## config.mk

```make
export PLATFORM = sky130hd
export DESIGN_NAME = dcache_ctrl_nway
export DESIGN_NICKNAME = d
export VERILOG_FILES = /design/src/rtl/dcache_ctrl_nway.sv
export SDC_FILE = /design/constraint.sdc
export NUM_CORES = 1
export LEC_CHECK = 0
export CAP_MARGIN = 20
export CORE_ASPECT_RATIO = 1.2
export CORE_MARGIN = 10
export CORE_UTILIZATION = 44
export CTS_CLUSTER_SIZE = 8
export DETAILED_ROUTE_END_ITERATION = 8
export PLACE_DENSITY = 0.86
export SYNTH_ARGS = -nofsm -noshare
export SYNTH_HDL_FRONTEND = slang
export SYNTH_SLANG_ARGS = --single-unit
```

## constraint.sdc

```tcl
create_clock -name clk -period 5.8 [get_ports clk]
set_clock_uncertainty 0.15 [all_clocks]
set_input_delay 1.74 -clock clk [delete_from_list [all_inputs] [get_ports clk]]
set_output_delay 1.74 -clock clk [all_outputs]
set_load 0.005 [all_outputs]
```

## src/rtl/dcache_ctrl_nway.sv

```systemverilog
// dcache_ctrl_nway: N-way set-associative, write-back, write-allocate
// data-cache controller. The way arrays are external. The controller keeps a
// tree pseudo-LRU per set, picks invalid ways first, and latches the victim
// when a miss is detected.
// Optional build macro DCACHE_PERF_CNT_EN adds hit/miss/write-back counters.
module dcache_ctrl_nway #(
  parameter int unsigned WAYS   = 4,
  parameter int unsigned TAG_W  = 9,
  parameter int unsigned IDX_W  = 3,
  parameter int unsigned OFF_W  = 4,
  parameter int unsigned ADDR_W = 16
) (
  input  logic                    clk,
  input  logic                    rst_n,
  input  logic                    mem_read,
  input  logic                    mem_write,
  input  logic [ADDR_W-1:0]       mem_address,
  output logic                    mem_resp,
  output logic                    pmem_read,
  output logic                    pmem_write,
  input  logic                    pmem_resp,
  output logic [ADDR_W-1:0]       pmem_address,
  input  logic [WAYS-1:0]         way_hit,
  input  logic [WAYS-1:0]         way_valid,
  input  logic [WAYS-1:0]         way_dirty,
  input  logic [WAYS*TAG_W-1:0]   way_tag,
  output logic [WAYS-1:0]         load_way,
  output logic                    write_type,
  output logic                    cache_in_mux_sel,
  output logic [$clog2(WAYS)-1:0] wb_way_sel
`ifdef DCACHE_PERF_CNT_EN
  ,
  output logic [31:0]             hit_count,
  output logic [31:0]             miss_count,
  output logic [31:0]             wb_count
`endif
);

  localparam int unsigned WIDX = $clog2(WAYS);
  localparam int unsigned SETS = 1 << IDX_W;

  typedef enum logic [1:0] {HIT, WB, FETCH, FILL} state_t;

  state_t          state_q;
  logic [WIDX-1:0] victim_q;
  logic            miss_pend_q;
  logic [WAYS-2:0] plru_q [SETS];

  logic             req;
  logic             hit;
  logic [WIDX-1:0]  hit_idx;
  logic             inv_found;
  logic [WIDX-1:0]  inv_idx;
  logic [WIDX-1:0]  plru_vic;
  logic [WIDX-1:0]  victim_c;
  logic [WAYS-2:0]  plru_upd;
  logic [IDX_W-1:0] idx;
  logic             unused_off;

  assign req        = mem_read | mem_write;
  assign idx        = mem_address[OFF_W+IDX_W-1:OFF_W];
  assign unused_off = ^mem_address[OFF_W-1:0];
  assign victim_c   = inv_found ? inv_idx : plru_vic;

  // Lowest-index hit way and lowest-index invalid way
  always_comb begin
    hit       = 1'b0;
    hit_idx   = '0;
    inv_found = 1'b0;
    inv_idx   = '0;
    for (int unsigned w = 0; w < WAYS; w++) begin
      if (way_hit[w] && !hit) begin
        hit     = 1'b1;
        hit_idx = WIDX'(w);
      end
      if (!way_valid[w] && !inv_found) begin
        inv_found = 1'b1;
        inv_idx   = WIDX'(w);
      end
    end
  end

  // Walk the PLRU tree of the indexed set: victim path and updated bits for the hit way
  always_comb begin
    int unsigned vnode;
    int unsigned unode;
    logic        vb;
    logic        ub;
    plru_vic = '0;
    plru_upd = plru_q[idx];
    vnode    = 0;
    unode    = 0;
    vb       = 1'b0;
    ub       = 1'b0;
    for (int unsigned l = 0; l < WIDX; l++) begin
      vb                   = plru_q[idx][vnode];
      plru_vic[WIDX-1-l]   = vb;
      vnode                = 2 * vnode + 1 + 32'(vb);
      ub                   = hit_idx[WIDX-1-l];
      plru_upd[unode]      = ~ub;
      unode                = 2 * unode + 1 + 32'(ub);
    end
  end

  // Controller state, latched victim and per-set PLRU storage
  always_ff @(posedge clk or negedge rst_n) begin
    if (!rst_n) begin
      state_q     <= HIT;
      victim_q    <= '0;
      miss_pend_q <= 1'b0;
      for (int unsigned s = 0; s < SETS; s++) plru_q[s] <= '0;
    end else begin
      case (state_q)
        HIT: begin
          if (req) begin
            if (hit) begin
              plru_q[idx] <= plru_upd;
              miss_pend_q <= 1'b0;
            end else begin
              victim_q <= victim_c;
              state_q  <= way_dirty[victim_c] ? WB : FETCH;
            end
          end
        end
        WB:      if (pmem_resp) state_q <= FETCH;
        FETCH:   if (pmem_resp) state_q <= FILL;
        FILL: begin
          state_q     <= HIT;
          miss_pend_q <= 1'b1;
        end
        default: state_q <= HIT;
      endcase
    end
  end

  // Output decode; handshake outputs are gated so reset drops them without a clock
  always_comb begin
    mem_resp         = 1'b0;
    pmem_read        = 1'b0;
    pmem_write       = 1'b0;
    load_way         = '0;
    write_type       = 1'b0;
    cache_in_mux_sel = mem_write;
    wb_way_sel       = victim_q;
    pmem_address     = {mem_address[ADDR_W-1:OFF_W], {OFF_W{1'b0}}};
    case (state_q)
      HIT: begin
        if (req && hit) begin
          mem_resp = 1'b1;
          if (mem_write) begin
            load_way         = WAYS'(1) << hit_idx;
            write_type       = 1'b1;
            cache_in_mux_sel = 1'b1;
          end
        end
      end
      WB: begin
        pmem_write   = 1'b1;
        pmem_address = {way_tag[victim_q*TAG_W +: TAG_W], idx, {OFF_W{1'b0}}};
      end
      FETCH: pmem_read = 1'b1;
      FILL: begin
        load_way   = WAYS'(1) << victim_q;
        write_type = mem_write;
      end
      default: ;
    endcase
    if (!rst_n) begin
      mem_resp   = 1'b0;
      pmem_read  = 1'b0;
      pmem_write = 1'b0;
      load_way   = '0;
    end
  end

`ifdef DCACHE_PERF_CNT_EN
  // Performance counters; the hit that completes a miss is not a hit
  always_ff @(posedge clk or negedge rst_n) begin
    if (!rst_n) begin
      hit_count  <= '0;
      miss_count <= '0;
      wb_count   <= '0;
    end else begin
      if (state_q == HIT && req && hit && !miss_pend_q) hit_count <= hit_count + 32'd1;
      if (state_q == HIT && req && !hit) miss_count <= miss_count + 32'd1;
      if (state_q == WB && pmem_resp) wb_count <= wb_count + 32'd1;
    end
  end
`endif

endmodule

```

======== Word level (Yosys, flattened, before mapping) ========
Cells that the tools add are included.
word-level totals
  bits in registers ....................... 28
  bits of input ports ..................... 69
  output and inout port bits .............. 27
  logic and storage cells ................. 106
cells by class
  add/sub/neg operators ................... 2
  multipliers ............................. 1
  magnitude comparators ................... 6
  equal/unequal tests ..................... 7
  shifts and indexed selects .............. 3
  mux-type cells .......................... 51
  bitwise gates (word level) .............. 5
  reductions and logical operators ........ 21
operator list
  operator                                                    number
  variable part select 36 x 7 -> 9 bit                        1
  bitwise mux 24 bit                                          1
  two-way mux 1 bit                                           24
  two-way mux 2 bit                                           10
  two-way mux 16 bit                                          1
  two-way mux 4 bit                                           3
  binary-select mux 3 bit (select 3 bit)                      1
  demux 3 bit (select 3 bit)                                  1
  logical AND 1 bit                                           9
  less-than comparator 2 x 3 -> 1 bit, second input constant  3
  two-way mux 3 bit                                           3
  logical NOT 1 bit                                           8
  inequality test 2 bit, second input constant                4
  case mux 2 bit (4 select lines)                             1
  case mux 4 bit (2 select lines)                             1
  left shift 1 x 2 -> 4 bit, first input constant             2
  multiplier 2 x 4 -> 6 bit, second input constant            1
  AND reduction 3 bit                                         2
  adder 1 x 1 -> 2 bit, first input constant                  2
  binary-select mux 1 bit (select 2 bit)                      2
  equality test 2 bit, second input constant                  2
  >= comparator 4 bit, second input constant                  1
  less-than comparator 4 x 1 -> 1 bit, second input constant  1
  inverter 3 -> 4 bit                                         1
  other kinds (9)                                             11

======== Logic depth before layout (Yosys ltp) ========
  depth in word-level cells ............... 17
  gate-level depth with buffers ........... 9
  mapped depth without buffers ............ 8

======== Worst setup path before layout ========
Ideal clock, no wire load.
  kind .................................... input to output
  from .................................... in way_tag[30]
  to ...................................... out pmem_address[10]
  arrival ................................. 2.449 ns
  data required time ...................... 3.910 ns
  slack ................................... 1.461 ns
  stages .................................. 2
  buffers on the path ..................... 0
  path through ............................ mux4_2 mux2_2
on the way
  word-level cells in the longest chain between the ends .. 2
ends and longest elaborated chain
  element                               line  source
  start, declared                       26    input logic [WAYS*TAG_W-1:0] way_tag,
  variable part select 36 x 7 -> 9 bit  159   pmem_address = {way_tag[victim_q*TAG_W +: TAG_W], idx, {OFF_W{1'b0}}};
  two-way mux 16 bit                    146   case (state_q)
  end, declared                         22    output logic [ADDR_W-1:0] pmem_address,
No other way between the ends.

======== Worst setup path after layout ========
  from .................................... in mem_write
  to ...................................... out mem_resp
on the way
  word-level cells in the longest chain between the ends .. 5
ends and longest elaborated chain
  element            line  source
  start, declared    16    input logic mem_write,
  bitwise OR 1 bit   60    assign req = mem_read | mem_write;
  logical AND 1 bit  148   if (req && hit) begin
  two-way mux 1 bit  148
  two-way mux 1 bit  146
  two-way mux 1 bit  168   if (!rst_n) begin
  end, declared      18    output logic mem_resp,
No other way between the ends.

==> results.json <==
{
  "dp_hpwl_mm": 5.203,
  "slew_viol_final": 0,
  "cts_tree": "built",
  "ioPinCount": 96,
  "pwr-share-clk_pct": 15.0,
  "crit_top_cell": "clkdlybuf4s50_1",
  "row_count": 26,
  "seq_area_um2": 700.7,
  "p_int_uw": 682.3,
  "fin_crit_sh_pct": 92.60,
  "startpoint_type": "input pin",
  "seqPwrFrac_pct": 36.3,
  "via_count": 1724,
  "r2r_cells": 7,
  "worstSkewPairLatency_ns": 0.27,
  "synthXorXnorAreaFrac_pct": 0,
  "holdBufCountCts": 0,
  "r2r_end": "plru_q[17]",
  "placed_cells": 310,
  "totalWireLength_mm": 6.147,
  "layout_min_cycle_time_ns": 5.371,
  "drive_gt1_share_pct": 19.77,
  "path_cells": "clkdlybuf4s50_1 -> o21ai_0 -> a21oi_1 -> and2_1 -> clkdlybuf4s50_1",
  "setup_viol": 0,
  "ys_seq_area_share_pct": 35.35,
  "grt_setup_unrepaired": "false",
  "clock_path_buffers": 2,
  "max_slew_margin_pct": 52.03,
  "core_area_mm2": 0.004294,
  "root_buffer": "clkbuf_8",
  "initial_core_util_pct": 46.15,
  "total_power_uw": 998.5,
  "max_stage_delay_ns": 0.62,
  "crit_required_ns": 3.91,
  "critPathKind": "input pin to primary output",
  "n_fill_cell": 319,
  "reg2reg_slack_ns": 3.04,
  "die-area_mm2": 0.007600,
  "rr_startpoint": "state_q[0]",
  "status": "finished clean",
  "setup_ws_ns": 0.4291,
  "syn_area_mm2": 0.001982,
  "gp_congestion": 0.8668,
  "synthSimpleGateAreaFrac_pct": 12.18,
  "port_buffers": 87,
  "critPathMaxFanout": 8,
  "postPlaceCellArea_mm2": 0.002870,
  "cts_made_buffers": 3,
  "synth_compound_area_share_pct": 7.386,
  "ys_seq_elements": 28,
  "max_freq_ghz": 0.1862,
  "synth.distinct_cells": 30,
  "worstPathArrival_ns": 3.48,
  "path_depth": 5,
  "fin_area_mm2": 0.002942,
  "cap_violations": 0,
  "cp-end-kind": "primary output",
  "die_w_um": 81.27,
  "worstMarginPinSlew_ns": 0.7196,
  "wl_per_cell_um": 19.58,
  "finalSetupTns_ns": 0,
  "synth_top_cell_area_share_pct": 35.35,
  "crit_end": "mem_resp",
  "cellPowerDensity_mw_per_mm2": 339.4,
  "yosysTopAreaCell": "dfrtp_1",
  "fin_hold_ws_ns": 0.3382,
  "nets": 332,
  "grt_overflow": 0,
  "cts_resized": 0,
  "post_cts_buffers": 0,
  "multi_input_area_mm2": 0.001176,
  "synth_cells": 175,
  "cp.buffers_inverters": 2,
  "drtAntennaViolNets": 0,
  "place_ws_ns": 0.4500,
  "htree_levels": 1,
  "irDropWorstVdd_mv": 0.2545,
  "hp-class": "flop to flop",
  "worst_path_dominant_cell_family": "buffers and inverters",
  "antenna_found_initial": 0,
  "fin_util_pct": 68.50,
  "stdcell_count": 314,
  "via_per_inst": 5.490,
  "drt_iter0_drc": 58,
  "ys_warn_count": 0,
  "cellLeakagePower_nw": 1.179,
  "drc": 0,
  "synth_area_leaders": "dfrtp_1, mux2_2, mux4_2, buf_4, nor2_1",
  "grt_pass1_vias": 1763,
  "power_frac_comb_pct": 48.8,
  "grt_max_degree": 17,
  "worstHoldStart": "plru_q[12]",
  "grt_usage_pct": 15.67,
  "cts_sinks": 28,
  "grt_pass1_wl_mm": 9.494,
  "syn2layout_area_growth_pct": 48.42,
  "synth_top_family_by_area": "multiplexers",
  "die_h_um": 93.52,
  "clkSlewWorstSetupHoldPaths_ns": 0.09,
  "switching_share_pct": 31.67,
  "cp-startpoint": "mem_write",
  "synth_fa_ha_area_share_pct": 2.525,
  "switchingPower_uw": 316.2,
  "dr.pass1.iters": 4,
  "syn_area_per_cell_um2": 11.33,
  "insertedDiodeCount": 0,
  "hold_violations": 0,
  "synthMuxAreaShare_pct": 36.49,
  "slowest_stage": "clkdlybuf4s50_1"
}
-- Yosys cell counts --
cell and count:
a21o_1 1, a21oi_1 11, a31oi_1 3, a32o_2 1, a32oi_1 1, and2_1 4
buf_2 3, buf_4 8, buf_6 1, clkbuf_1 4, conb_1 1, dfrtp_1 28
ha_1 4, inv_1 4, mux2_1 1, mux2_2 27, mux2i_1 4, mux2i_4 1
mux4_1 2, mux4_2 13, nand2_1 9, nand2b_1 2, nand3_1 5, nand3b_1 5
nand4_1 1, nor2_1 16, nor2b_1 1, nor3_1 1, nor3b_1 4, o21ai_0 9
-- how the worst min path moves through the flow --
stage	end	slack, ns	cells after the start
after floorplan	plru_q[0]	0.29	2
after global placement	plru_q[6]	0.31	2
after detailed placement	plru_q[12]	0.32	2
after CTS	plru_q[6]	0.34	2
after global routing	plru_q[23]	0.37	1
final	plru_q[12]	0.34	2
-- flip-flops by register name, summed over array words and instances (netlist names) --
register,count
wb_way_sel,2
plru_q,24
state_q,2
-- power groups by stage --
stage / registers [mW] / logic, mW / clock network (mW)
2_1_floorplan: 0.327 / 0.341 / 0
3_3_place_gp: 0.359 / 0.470 / 0
3_5_place_dp: 0.367 / 0.488 / 0
4_1_cts: 0.363 / 0.490 / 0.153
5_1_grt: 0.376 / 0.535 / 0.160
6_report: 0.362 / 0.487 / 0.150
-- layer usage --
layer / wire [um] / track usage, % / vias up
met4: 49 / 3.902 / 0
met1: 2535 / 19.17 / 817
met2: 2920 / 26.52 / 97
met5: 0 / 0 / -
li1: - / - / 804
met3: 641 / 4.023 / 6
-- cells by family (layout without fill, tap and decap cells) --
kind of cell,count (synthesis),in the layout
compound gates,26,26
fa+ha+maj,4,4
buf+inv,20,100
flops,28,28
mux,48,48
other cells,1,4
simple gates,48,48
-- cell type report --
cell class                 instances  share of cell area, %
clock buffer                       3                  1.404
sequential                        28                  23.82
clock inverter                     1                  1.021
inverter                           4                 0.5104
timing repair buffer              92                  30.88
tap                               56                  2.382
multi-input combinational        130                  39.98
-- cell usage in the layout (no fill, tap or decap), types with 2 or more instances in the layout --
| cell type | instances |
|---|---|
| mux4_1 | 2 |
| dfrtp_1 | 28 |
| ha_1 | 4 |
| mux2_2 | 27 |
| mux2i_1 | 4 |
| mux4_2 | 13 |
| nand2b_1 | 2 |
| nand3_1 | 5 |
| nor3b_1 | 4 |
| a21oi_1 | 11 |
| inv_1 | 4 |
| clkdlybuf4s50_1 | 87 |
| conb_1 | 4 |
| clkbuf_8 | 3 |
| nand3b_1 | 5 |
| nand2_1 | 9 |
| and2_1 | 4 |
| buf_4 | 5 |
| a31oi_1 | 3 |
| nor2_1 | 16 |
| o21ai_0 | 9 |
-- worst register-to-register path, cell delays in order, from the launching register on --
cell and delay [ns]:
dfrtp_1 0.43, inv_1 0.10, ha_1 0.35, o21ai_0 0.19, a21oi_1 0.28, nand2b_1 0.16, nor3b_1 0.58, mux2_2 0.41
(Power assumes the default switching activity.)
